[src/rtl/byte_word_assembler_if.sv]
// Byte-stream in / word-stream out bundle for byte_word_assembler.
// master = byte source and word consumer, slave = the assembler.
interface byte_word_assembler_if #(
  parameter int NUM_WORDS = 8
);
  localparam int CW = $clog2(NUM_WORDS + 1);

  logic [7:0]    byte_in;
  logic          byte_valid;
  logic          byte_ready;
  logic [31:0]   word_out;
  logic          shift_enable;
  logic          frame_done;
  logic          frame_ack;
  logic [CW-1:0] word_count;
  logic          timeout_err;

  modport master (
    output byte_in, byte_valid, frame_ack,
    input  byte_ready, word_out, shift_enable, frame_done, word_count, timeout_err
  );

  modport slave (
    input  byte_in, byte_valid, frame_ack,
    output byte_ready, word_out, shift_enable, frame_done, word_count, timeout_err
  );
endinterface

[src/rtl/byte_word_assembler.sv]
// Packs a valid/ready byte stream big-endian into 32-bit words for the downstream shift register.
// Optional idle timeout for partial frames is built when BYTE_WORD_ASM_TIMEOUT_EN is defined.
module byte_word_assembler #(
  parameter int NUM_WORDS      = 8,
  parameter int TIMEOUT_CYCLES = 1024
) (
  input logic                  clk,
  input logic                  rst,
  byte_word_assembler_if.slave bus
);
  localparam int CW = $clog2(NUM_WORDS + 1);

  localparam logic [1:0] S_COLLECT = 2'd0;
  localparam logic [1:0] S_SHIFT   = 2'd1;
  localparam logic [1:0] S_DONE    = 2'd2;

  localparam logic [CW-1:0] LAST_IDX = CW'(NUM_WORDS - 1);

  logic [1:0]    r_state;
  logic [1:0]    r_byte_idx;
  logic [CW-1:0] r_word_count;
  logic [31:0]   r_word_out;
  logic          r_timeout_err;
  logic          w_accept;
  logic          w_timeout;

  // Ready is gated by rst so it reads 0 throughout reset and 1 the first cycle after.
  assign bus.byte_ready   = (r_state == S_COLLECT) && !rst;
  assign bus.shift_enable = (r_state == S_SHIFT);
  assign bus.frame_done   = (r_state == S_DONE);
  assign bus.word_out     = r_word_out;
  assign bus.word_count   = r_word_count;
  assign bus.timeout_err  = r_timeout_err;

  assign w_accept = bus.byte_valid && bus.byte_ready;

`ifdef BYTE_WORD_ASM_TIMEOUT_EN
  logic [15:0] r_idle_cnt;
  logic        w_partial;

  assign w_partial = (r_byte_idx != 2'd0) || (r_word_count != '0);
  assign w_timeout = (r_state == S_COLLECT) && w_partial && !w_accept &&
                     (r_idle_cnt == 16'(TIMEOUT_CYCLES - 1));

  // Idle counter: runs only while a partial frame sits in COLLECT with no byte arriving.
  always_ff @(posedge clk) begin
    if (rst) begin
      r_idle_cnt <= 16'd0;
    end else if ((r_state != S_COLLECT) || !w_partial || w_accept || w_timeout) begin
      r_idle_cnt <= 16'd0;
    end else begin
      r_idle_cnt <= r_idle_cnt + 16'd1;
    end
  end
`else
  logic w_unused_timeout;

  assign w_unused_timeout = ^TIMEOUT_CYCLES;
  assign w_timeout        = 1'b0;
`endif

  // Frame FSM together with the byte lane, word counter and timeout pulse registers.
  always_ff @(posedge clk) begin
    if (rst) begin
      r_state       <= S_COLLECT;
      r_byte_idx    <= 2'd0;
      r_word_count  <= '0;
      r_word_out    <= 32'd0;
      r_timeout_err <= 1'b0;
    end else begin
      r_timeout_err <= w_timeout;
      case (r_state)
        S_COLLECT: begin
          if (w_timeout) begin
            r_byte_idx   <= 2'd0;
            r_word_count <= '0;
          end else if (w_accept) begin
            case (r_byte_idx)
              2'd0:    r_word_out[31:24] <= bus.byte_in;
              2'd1:    r_word_out[23:16] <= bus.byte_in;
              2'd2:    r_word_out[15:8]  <= bus.byte_in;
              2'd3:    r_word_out[7:0]   <= bus.byte_in;
              default: r_word_out        <= r_word_out;
            endcase
            r_byte_idx <= r_byte_idx + 2'd1;
            if (r_byte_idx == 2'd3) begin
              r_state <= S_SHIFT;
            end else begin
              r_state <= S_COLLECT;
            end
          end else begin
            r_state <= S_COLLECT;
          end
        end
        S_SHIFT: begin
          // frame_ack is deliberately not looked at here; it only counts once DONE is visible.
          r_word_count <= r_word_count + CW'(1);
          if (r_word_count == LAST_IDX) begin
            r_state <= S_DONE;
          end else begin
            r_state <= S_COLLECT;
          end
        end
        S_DONE: begin
          if (bus.frame_ack) begin
            r_state      <= S_COLLECT;
            r_word_count <= '0;
            r_byte_idx   <= 2'd0;
          end else begin
            r_state <= S_DONE;
          end
        end
        default: begin
          r_state      <= S_COLLECT;
          r_byte_idx   <= 2'd0;
          r_word_count <= '0;
        end
      endcase
    end
  end
endmodule

[src/flat_wrapper.sv]
// flat-port wrapper written by rule: the top's interface ports become plain ports
module byte_word_assembler_flat 
#(
  parameter int NUM_WORDS      = 8,
  parameter int TIMEOUT_CYCLES = 1024
)
  (clk, rst, bus_byte_in, bus_byte_valid, bus_frame_ack, bus_byte_ready, bus_word_out, bus_shift_enable, bus_frame_done, bus_word_count, bus_timeout_err);
  byte_word_assembler_if #(.NUM_WORDS(NUM_WORDS)) bus_i ();
  input logic clk;
  input logic rst;
  input wire logic [$bits(bus_i.byte_in)-1:0] bus_byte_in;
  input wire logic [$bits(bus_i.byte_valid)-1:0] bus_byte_valid;
  input wire logic [$bits(bus_i.frame_ack)-1:0] bus_frame_ack;
  output wire logic [$bits(bus_i.byte_ready)-1:0] bus_byte_ready;
  output wire logic [$bits(bus_i.word_out)-1:0] bus_word_out;
  output wire logic [$bits(bus_i.shift_enable)-1:0] bus_shift_enable;
  output wire logic [$bits(bus_i.frame_done)-1:0] bus_frame_done;
  output wire logic [$bits(bus_i.word_count)-1:0] bus_word_count;
  output wire logic [$bits(bus_i.timeout_err)-1:0] bus_timeout_err;
  assign bus_i.byte_in = bus_byte_in;
  assign bus_i.byte_valid = bus_byte_valid;
  assign bus_i.frame_ack = bus_frame_ack;
  assign bus_byte_ready = bus_i.byte_ready;
  assign bus_word_out = bus_i.word_out;
  assign bus_shift_enable = bus_i.shift_enable;
  assign bus_frame_done = bus_i.frame_done;
  assign bus_word_count = bus_i.word_count;
  assign bus_timeout_err = bus_i.timeout_err;
  byte_word_assembler #(.NUM_WORDS(NUM_WORDS), .TIMEOUT_CYCLES(TIMEOUT_CYCLES)) u_core (.clk(clk), .rst(rst), .bus(bus_i));
endmodule
[config.mk]
export PLATFORM = sky130hd
export DESIGN_NAME = byte_word_assembler_flat
export DESIGN_NICKNAME = d
export VERILOG_FILES = /design/src/rtl/byte_word_assembler_if.sv /design/src/rtl/byte_word_assembler.sv /design/src/flat_wrapper.sv
export SDC_FILE = /design/constraint.sdc
export NUM_CORES = 1
export LEC_CHECK = 0
export CORE_AREA = 2 2 74 58
export DETAILED_ROUTE_END_ITERATION = 10
export DIE_AREA = 0 0 76 60
export GPL_TIMING_DRIVEN = 0
export PLACE_DENSITY_LB_ADDON = 0.12
export SLEW_MARGIN = 15
export SYNTH_ARGS = -nofsm -noshare
export SYNTH_HDL_FRONTEND = slang
export SYNTH_SLANG_ARGS = --single-unit
[constraint.sdc]
create_clock -name clk -period 1.8 [get_ports clk]
set_input_delay 0.18 -clock clk [delete_from_list [all_inputs] [get_ports clk]]
set_output_delay 0.18 -clock clk [all_outputs]
set_load 0.01 [all_outputs]
==> flow_metrics.py, run 1 <==
metrics = {
    "floorplanning": {
        "rows": 20,
        "die_width_um": 76,
        "start_util_pct": 44.2,
        "core-area_mm2": 0.00388,
        "die_area_mm2": 0.00456,
        "io_pins": 52,
        "die_h_um": 60,
    },
    "sta": {
        "finalCritPeriodShare_pct": 94.8,
        "relSlewSlack_pct": 66.1,
        "slew_violations": 0,
        "fin_crit_ns": 1.71,
        "setup_ws_ns": 0.0939,
        "max_freq_ghz": 0.586,
        "rsz0062_at_grt": "false",
        "worst_pin_slew_ns": 0.508,
        "setup_viol": 0,
        "hold_viol": 0,
        "fin_skew_ns": 0.00732,
    },
    "finish": {
        "finalInstanceArea_mm2": 0.00242,
        "multi_input_area_um2": 774,
        "layout-drive-gt1-share_pct": 10.9,
        "regArea_um2": 802,
        "final_util_pct": 62.5,
        "antenna_cells": 0,
        "nNetsFinal": 272,
        "syn2layout_area_growth_pct": 41.5,
        "fillers": 347,
    },
    "power": {
        "p_leak_nw": 0.854,
        "ir_worst_vdd_uv": 514,
        "power_w": 0.00195,
        "power_density_mw_per_mm2": 806,
    },
    "setup_path": {
        "r2r_setup_slack_ns": 0.20,
        "critPathCaptureType": "output port",
        "crit_type": "flop to output port",
        "crit_chain": "buf_4 -> and2b_2 -> clkdlybuf4s50_1",
        "slowest_stage": "clkdlybuf4s50_1",
        "critPathLaunchType": "flop",
        "path_max_fanout": 10,
        "critPathArrivalTime_ns": 1.53,
        "cpPeakStageDelay_ns": 0.52,
        "worstPathRequired_ns": 1.62,
    },
    "cts": {
        "post_cts_buffers": 0,
        "insertion_delay_ns": 0.29,
        "htree_levels": 2,
        "root_buffer": "clkbuf_8",
        "cts_hold_buf": 0,
        "cts_buffers": 5,
        "cts_sinks": 40,
        "cts_buffer_depth": 2,
        "cts_tree": "built",
        "path_clk_slew_ns": 0.08,
    },
    "yosys": {
        "synth_xor_area_share_pct": 0,
        "ys_seq_elements": 40,
        "synth-edff-count": 0,
        "synth-compound-area-share_pct": 20.7,
        "ys_warn_count": 0,
        "synth_top_area_share_pct": 46.7,
        "synth-main-ff-cell": "dfxtp_1",
        "synth_area_mm2": 0.00171,
        "synthCells": 198,
        "synth_top_family_by_area": "compound AO/OA/AOI/OAI gates",
        "yosys-top-cells-count": "dfxtp_1, nand3_1, a21oi_1, o21ai_1, o21ai_0",
        "synth.largest_area_cell": "dfxtp_1",
        "avgSynthCellArea_um2": 8.65,
        "synthArstFlopShare_pct": 0,
        "synth_nets": 215,
        "yosysUniqueCellTypes": 32,
        "muxShareOfSynthArea_pct": 0.584,
        "synth_seq_area_share_pct": 46.7,
        "synth.most_common_cell": "dfxtp_1",
        "yosys.area_share.adder_pct": 3.65,
        "synthSimpleGateAreaFrac_pct": 19.6,
        "synthTopCellsByArea": "dfxtp_1, nand3_1, a21oi_1",
    },
    "detailed_routing": {
        "drt_iter0_markers": 154,
        "drc_errors": 0,
        "drt-total-wl_um": 4440,
        "antenna_left": 0,
        "drtPass1Iterations": 4,
        "avgRoutedWirePerCell_um": 14.3,
        "dr_total_vias": 1611,
        "viasPerCell": 5.18,
    },
    "status": {
        "outcome": "complete, no violations",
    },
    "placement": {
        "placed_area_mm2": 0.00228,
        "dp_slack_ns": -0.547,
        "place_congestion": 0.797,
        "hpwlAfterDp_um": 3040,
        "io_buffers": 50,
    },
    "global_routing": {
        "antenna_found_initial": 0,
        "grt_overflow": 0,
        "grt_usage_pct": 20.2,
        "grt_pass1_vias": 1461,
        "grt_pass1_wl_um": 7210,
        "grt_max_degree": 13,
    },
    "job": {
        "drv_cap": 0,
    },
    "hold_path": {
        "min_path_type": "flop to flop",
    },
}
-- kinds of logic after synthesis --
kind of cell / Yosys count
AND/OR/NAND/NOR: 58
AO/OA/AOI/OAI: 68
adder cells (fa/ha/maj): 5
flip-flops: 40
other: 1
buffers and inverters: 25
multiplexers: 1
-- flip-flops by register name, summed over array words and instances, names as in the netlist --
signal and cells:
u_core.bus.word_count 4, u_core.bus.word_out 32, u_core.r_byte_idx 2, u_core.r_state 2
-- worst max-delay path: cells and delay by family (launching register included) --
kind / cells / cell delay (ns)
AND/OR/NAND/NOR: 1 / 0.16
buffers and inverters: 2 / 0.70
flip-flops: 1 / 0.37
-- power breakdown --
part	total [W]	switching [W]	internal, W	leakage [nW]
combinational	0.000234	0.000132	0.000102	0.465
clock	0.000801	0.000311	0.000489	0.0645
sequential	0.000920	0.0000136	0.000906	0.324
-- cells in the final DEF, fill, tap and decap left out, types with 3 or more instances in the layout --
| master | count |
|---|---|
| dfxtp_1 | 39 |
| clkbuf_1 | 4 |
| nand2_1 | 3 |
| clkbuf_8 | 7 |
| clkdlybuf4s50_1 | 48 |
| ha_1 | 5 |
| a21oi_1 | 28 |
| nand3_1 | 33 |
| inv_1 | 7 |
| o21ai_0 | 16 |
| buf_2 | 5 |
| nor2_1 | 3 |
| buf_4 | 3 |
| o21ai_1 | 18 |
| nand2b_1 | 8 |
-- what timing repair did --
item	4_1_cts	5_1_grt
pin swaps	0	0
resized for setup	8	3
endpoints found under the setup margin	3	2
-- cell type report --
cell class,instances,area share [%]
Sequential cell,40,33.1
Multi-Input combinational cell,133,32.0
Timing Repair Buffer,50,20.5
Buffer,18,5.27
Clock buffer,7,3.98
Tap cell,55,2.84
Clock inverter,1,1.24
Inverter,7,1.08
-- metrics by stage --
step | cells | hold slack, ns | setup TNS, ns
after floorplan | 198 | 0.310 | 0
after global placement | 303 | 0.461 | -1.54
after detailed placement | 303 | 0.466 | -1.81
after CTS | 311 | 0.478 | -0.00823
after global routing | 311 | 0.483 | 0
final | 311 | 0.479 | 0
-- per-layer routing --
metal / vias to the layer above / track usage, % / share of wire (%)
met5: - / 0 / 0
met4: 0 / 5.97 / 0.54
met3: 4 / 5.74 / 5.9
met2: 46 / 30.6 / 42
met1: 748 / 28.3 / 52
li1: 813 / - / -
-- worst paths after layout --
check / start / endpoint / cells past startpoint
worst max-delay path: u_core.r_state[1] / bus_frame_done / 3
worst min-delay path: u_core.bus.word_out[24] / u_core.bus.word_out[24] / 2
worst max register to register: u_core.r_state[0] / u_core.bus.word_out[23] / 6
worst min register to register: u_core.bus.word_out[24] / u_core.bus.word_out[24] / 2
No activity file was read; power rests on OpenSTA's default activity.
==> inputs of run 2 (changes only) <==
- CORE_AREA: 2 2 74 58 -> 2 2 75 59
- DIE_AREA: 0 0 76 60 -> 0 0 77 61
==> run 2 against run 1 <==
Net effect: final cell count unchanged; critical path depth unchanged; sequential power about the same; hold slack worse by 0.0072 ns; maximum frequency down 1.8%; clock power down 23%; worst setup slack worse by 0.031 ns; combinational power about the same.
==> flow_metrics.py, run 2 (synthesized netlist as in run 1, its figures left out) <==
metrics = {
    "setup_path": {
        "critPathCaptureType": "output port",
        "crit_type": "flop to output port",
        "slowest_stage": "clkdlybuf4s50_1",
        "critPathBufInv": 2,
        "critPathArrivalTime_ns": 1.56,
        "cp_top_family": "buffers and inverters",
        "critPathLaunchType": "flop",
        "cpPeakStageDelay_ns": 0.52,
        "crit_chain": "clkbuf_4 -> and2b_2 -> clkdlybuf4s50_1",
        "worstPathRequired_ns": 1.62,
        "path_max_fanout": 10,
    },
    "sta": {
        "rsz0062_at_grt": "true",
        "hold_slack_ns": 0.472,
        "hold_viol": 0,
        "fin_skew_ns": 0.00598,
        "setup_viol": 0,
        "fin_crit_ns": 1.74,
        "slew_violations": 0,
        "max_freq_ghz": 0.576,
        "finalCritPeriodShare_pct": 96.5,
    },
    "floorplanning": {
        "rows": 20,
        "start_util_pct": 43.3,
        "io_pins": 52,
        "die_h_um": 61,
        "die_area_mm2": 0.00470,
        "die_width_um": 77,
        "core-area_mm2": 0.00395,
    },
    "finish": {
        "multi_input_area_um2": 774,
        "regArea_um2": 802,
        "antenna_cells": 0,
        "fillers": 388,
        "nNetsFinal": 272,
        "final_common_cell": "clkdlybuf4s50_1",
        "syn2layout_area_growth_pct": 39.7,
        "layout_common_cells": "clkdlybuf4s50_1, dfxtp_1, nand3_1",
        "largest_reg_flops": 32,
        "final_util_pct": 60.5,
        "layout-drive-gt1-share_pct": 10.2,
    },
    "global_routing": {
        "grt_pass1_wl_um": 7140,
        "grt_usage_pct": 19.8,
        "grt_overflow": 0,
        "grt_pass1_vias": 1455,
        "grt_max_degree": 12,
        "antenna_found_initial": 0,
    },
    "power": {
        "power_density_mw_per_mm2": 739,
        "ir_worst_vdd_uv": 493,
        "power_w": 0.00177,
        "p_clk_share_pct": 34.7,
        "p_int_w": 0.00132,
        "switching_power_w": 0.000446,
        "seqPwrFrac_pct": 52.0,
        "p_leak_nw": 0.842,
        "swShare_pct": 25.2,
        "combPwrFrac_pct": 13.3,
    },
    "placement": {
        "place_congestion": 0.783,
        "io_buffers": 50,
        "hpwlAfterDp_um": 3050,
    },
    "detailed_routing": {
        "antenna_left": 0,
        "drtPass1Iterations": 4,
        "avgRoutedWirePerCell_um": 14.3,
        "viasPerCell": 5.14,
        "drt_iter0_markers": 155,
        "drt-total-wl_um": 4430,
        "drc_errors": 0,
        "dr_total_vias": 1597,
    },
    "cts": {
        "cts_buffers": 5,
        "cts_buffer_depth": 2,
        "path_clk_slew_ns": 0.07,
        "cts_sinks": 40,
        "insertion_delay_ns": 0.29,
        "root_buffer": "clkbuf_8",
        "post_cts_buffers": 0,
        "htree_levels": 2,
        "cts_tree": "built",
    },
    "status": {
        "outcome": "complete, no violations",
    },
    "job": {
        "drv_cap": 0,
    },
    "hold_path": {
        "min_path_type": "input pin to flop",
    },
}
## run 2: cell types whose count changed in the layout (fill, tap and decap cells not counted), sizes merged
cell and change:
buf -1, dlymetal6s2s +1, clkbuf +2, dlygate4sd2 -1, bufinv -1
## run 2: power by group through the flow
stage	clock network, W	logic, W	registers, W
floorplan	0	0.000116	0.000947
global placement	0	0.000230	0.000940
detailed placement	0	0.000232	0.000940
CTS	0.000623	0.000235	0.000920
global route	0.000659	0.000257	0.000922
finish	0.000615	0.000235	0.000919
## run 2: layout make-up
cell class                      count  share of cell area (%)
Multi-Input combinational cell    133                    32.4
Inverter                            7                    1.10
Buffer                             18                    5.44
Tap cell                           55                    2.88
Sequential cell                    40                    33.5
Timing Repair Buffer               50                    21.0
Clock buffer                        8                    3.76
## run 2: final timing paths
path | cells after the start | endpoint | startpoint | slack (ns)
max | 3 | bus_frame_done | u_core.r_state[1] | 0.06
min | 3 | u_core.bus.word_out[1] | rst | 0.47
max reg2reg | 6 | u_core.bus.word_out[8] | u_core.r_state[0] | 0.18
min reg2reg | 2 | u_core.bus.word_out[5] | u_core.bus.word_out[5] | 0.48
## run 2: worst reg2reg max path, stage by stage (launching register included)
cell and delay [ns]:
dfxtp_1 0.31, buf_6 0.13, or4b_1 0.55, buf_6 0.16, buf_8 0.14, o21ai_1 0.14
a21oi_1 0.08
## run 2: through the flow
stage,setup WS [ns],setup TNS (ns),cells,area (um2)
6_report,0.0627,0,311,2390
5_1_grt,-0.00480,-0.00480,311,2390
4_1_cts,0.00230,0,311,2380
3_5_place_dp,-0.532,-1.89,303,2280
3_3_place_gp,-0.523,-1.92,303,2280
2_1_floorplan,0.295,0,198,1710
## run 2: what timing repair did
| action | in CTS | in global routing |
|---|---|---|
| pin swaps | 0 | 0 |
| gates resized for setup | 8 | 3 |
| endpoints found under the setup margin | 3 | 3 |
| endpoints found under the hold margin | 0 | 0 |
| cloned | 0 | 0 |
| hold buffers | 0 | 0 |
## run 2: per-layer routing
| layer | global-route usage (%) | part of all wire (%) | vias to the layer above | wire length, um |
|---|---|---|---|---|
| li1 | - | - | 813 | - |
| met1 | 28.5 | 50 | 734 | 2210 |
| met2 | 29.3 | 42 | 43 | 1880 |
| met3 | 4.91 | 6.7 | 7 | 298 |
| met4 | 6.63 | 0.99 | 0 | 44 |
| met5 | 0 | 0 | - | 0 |
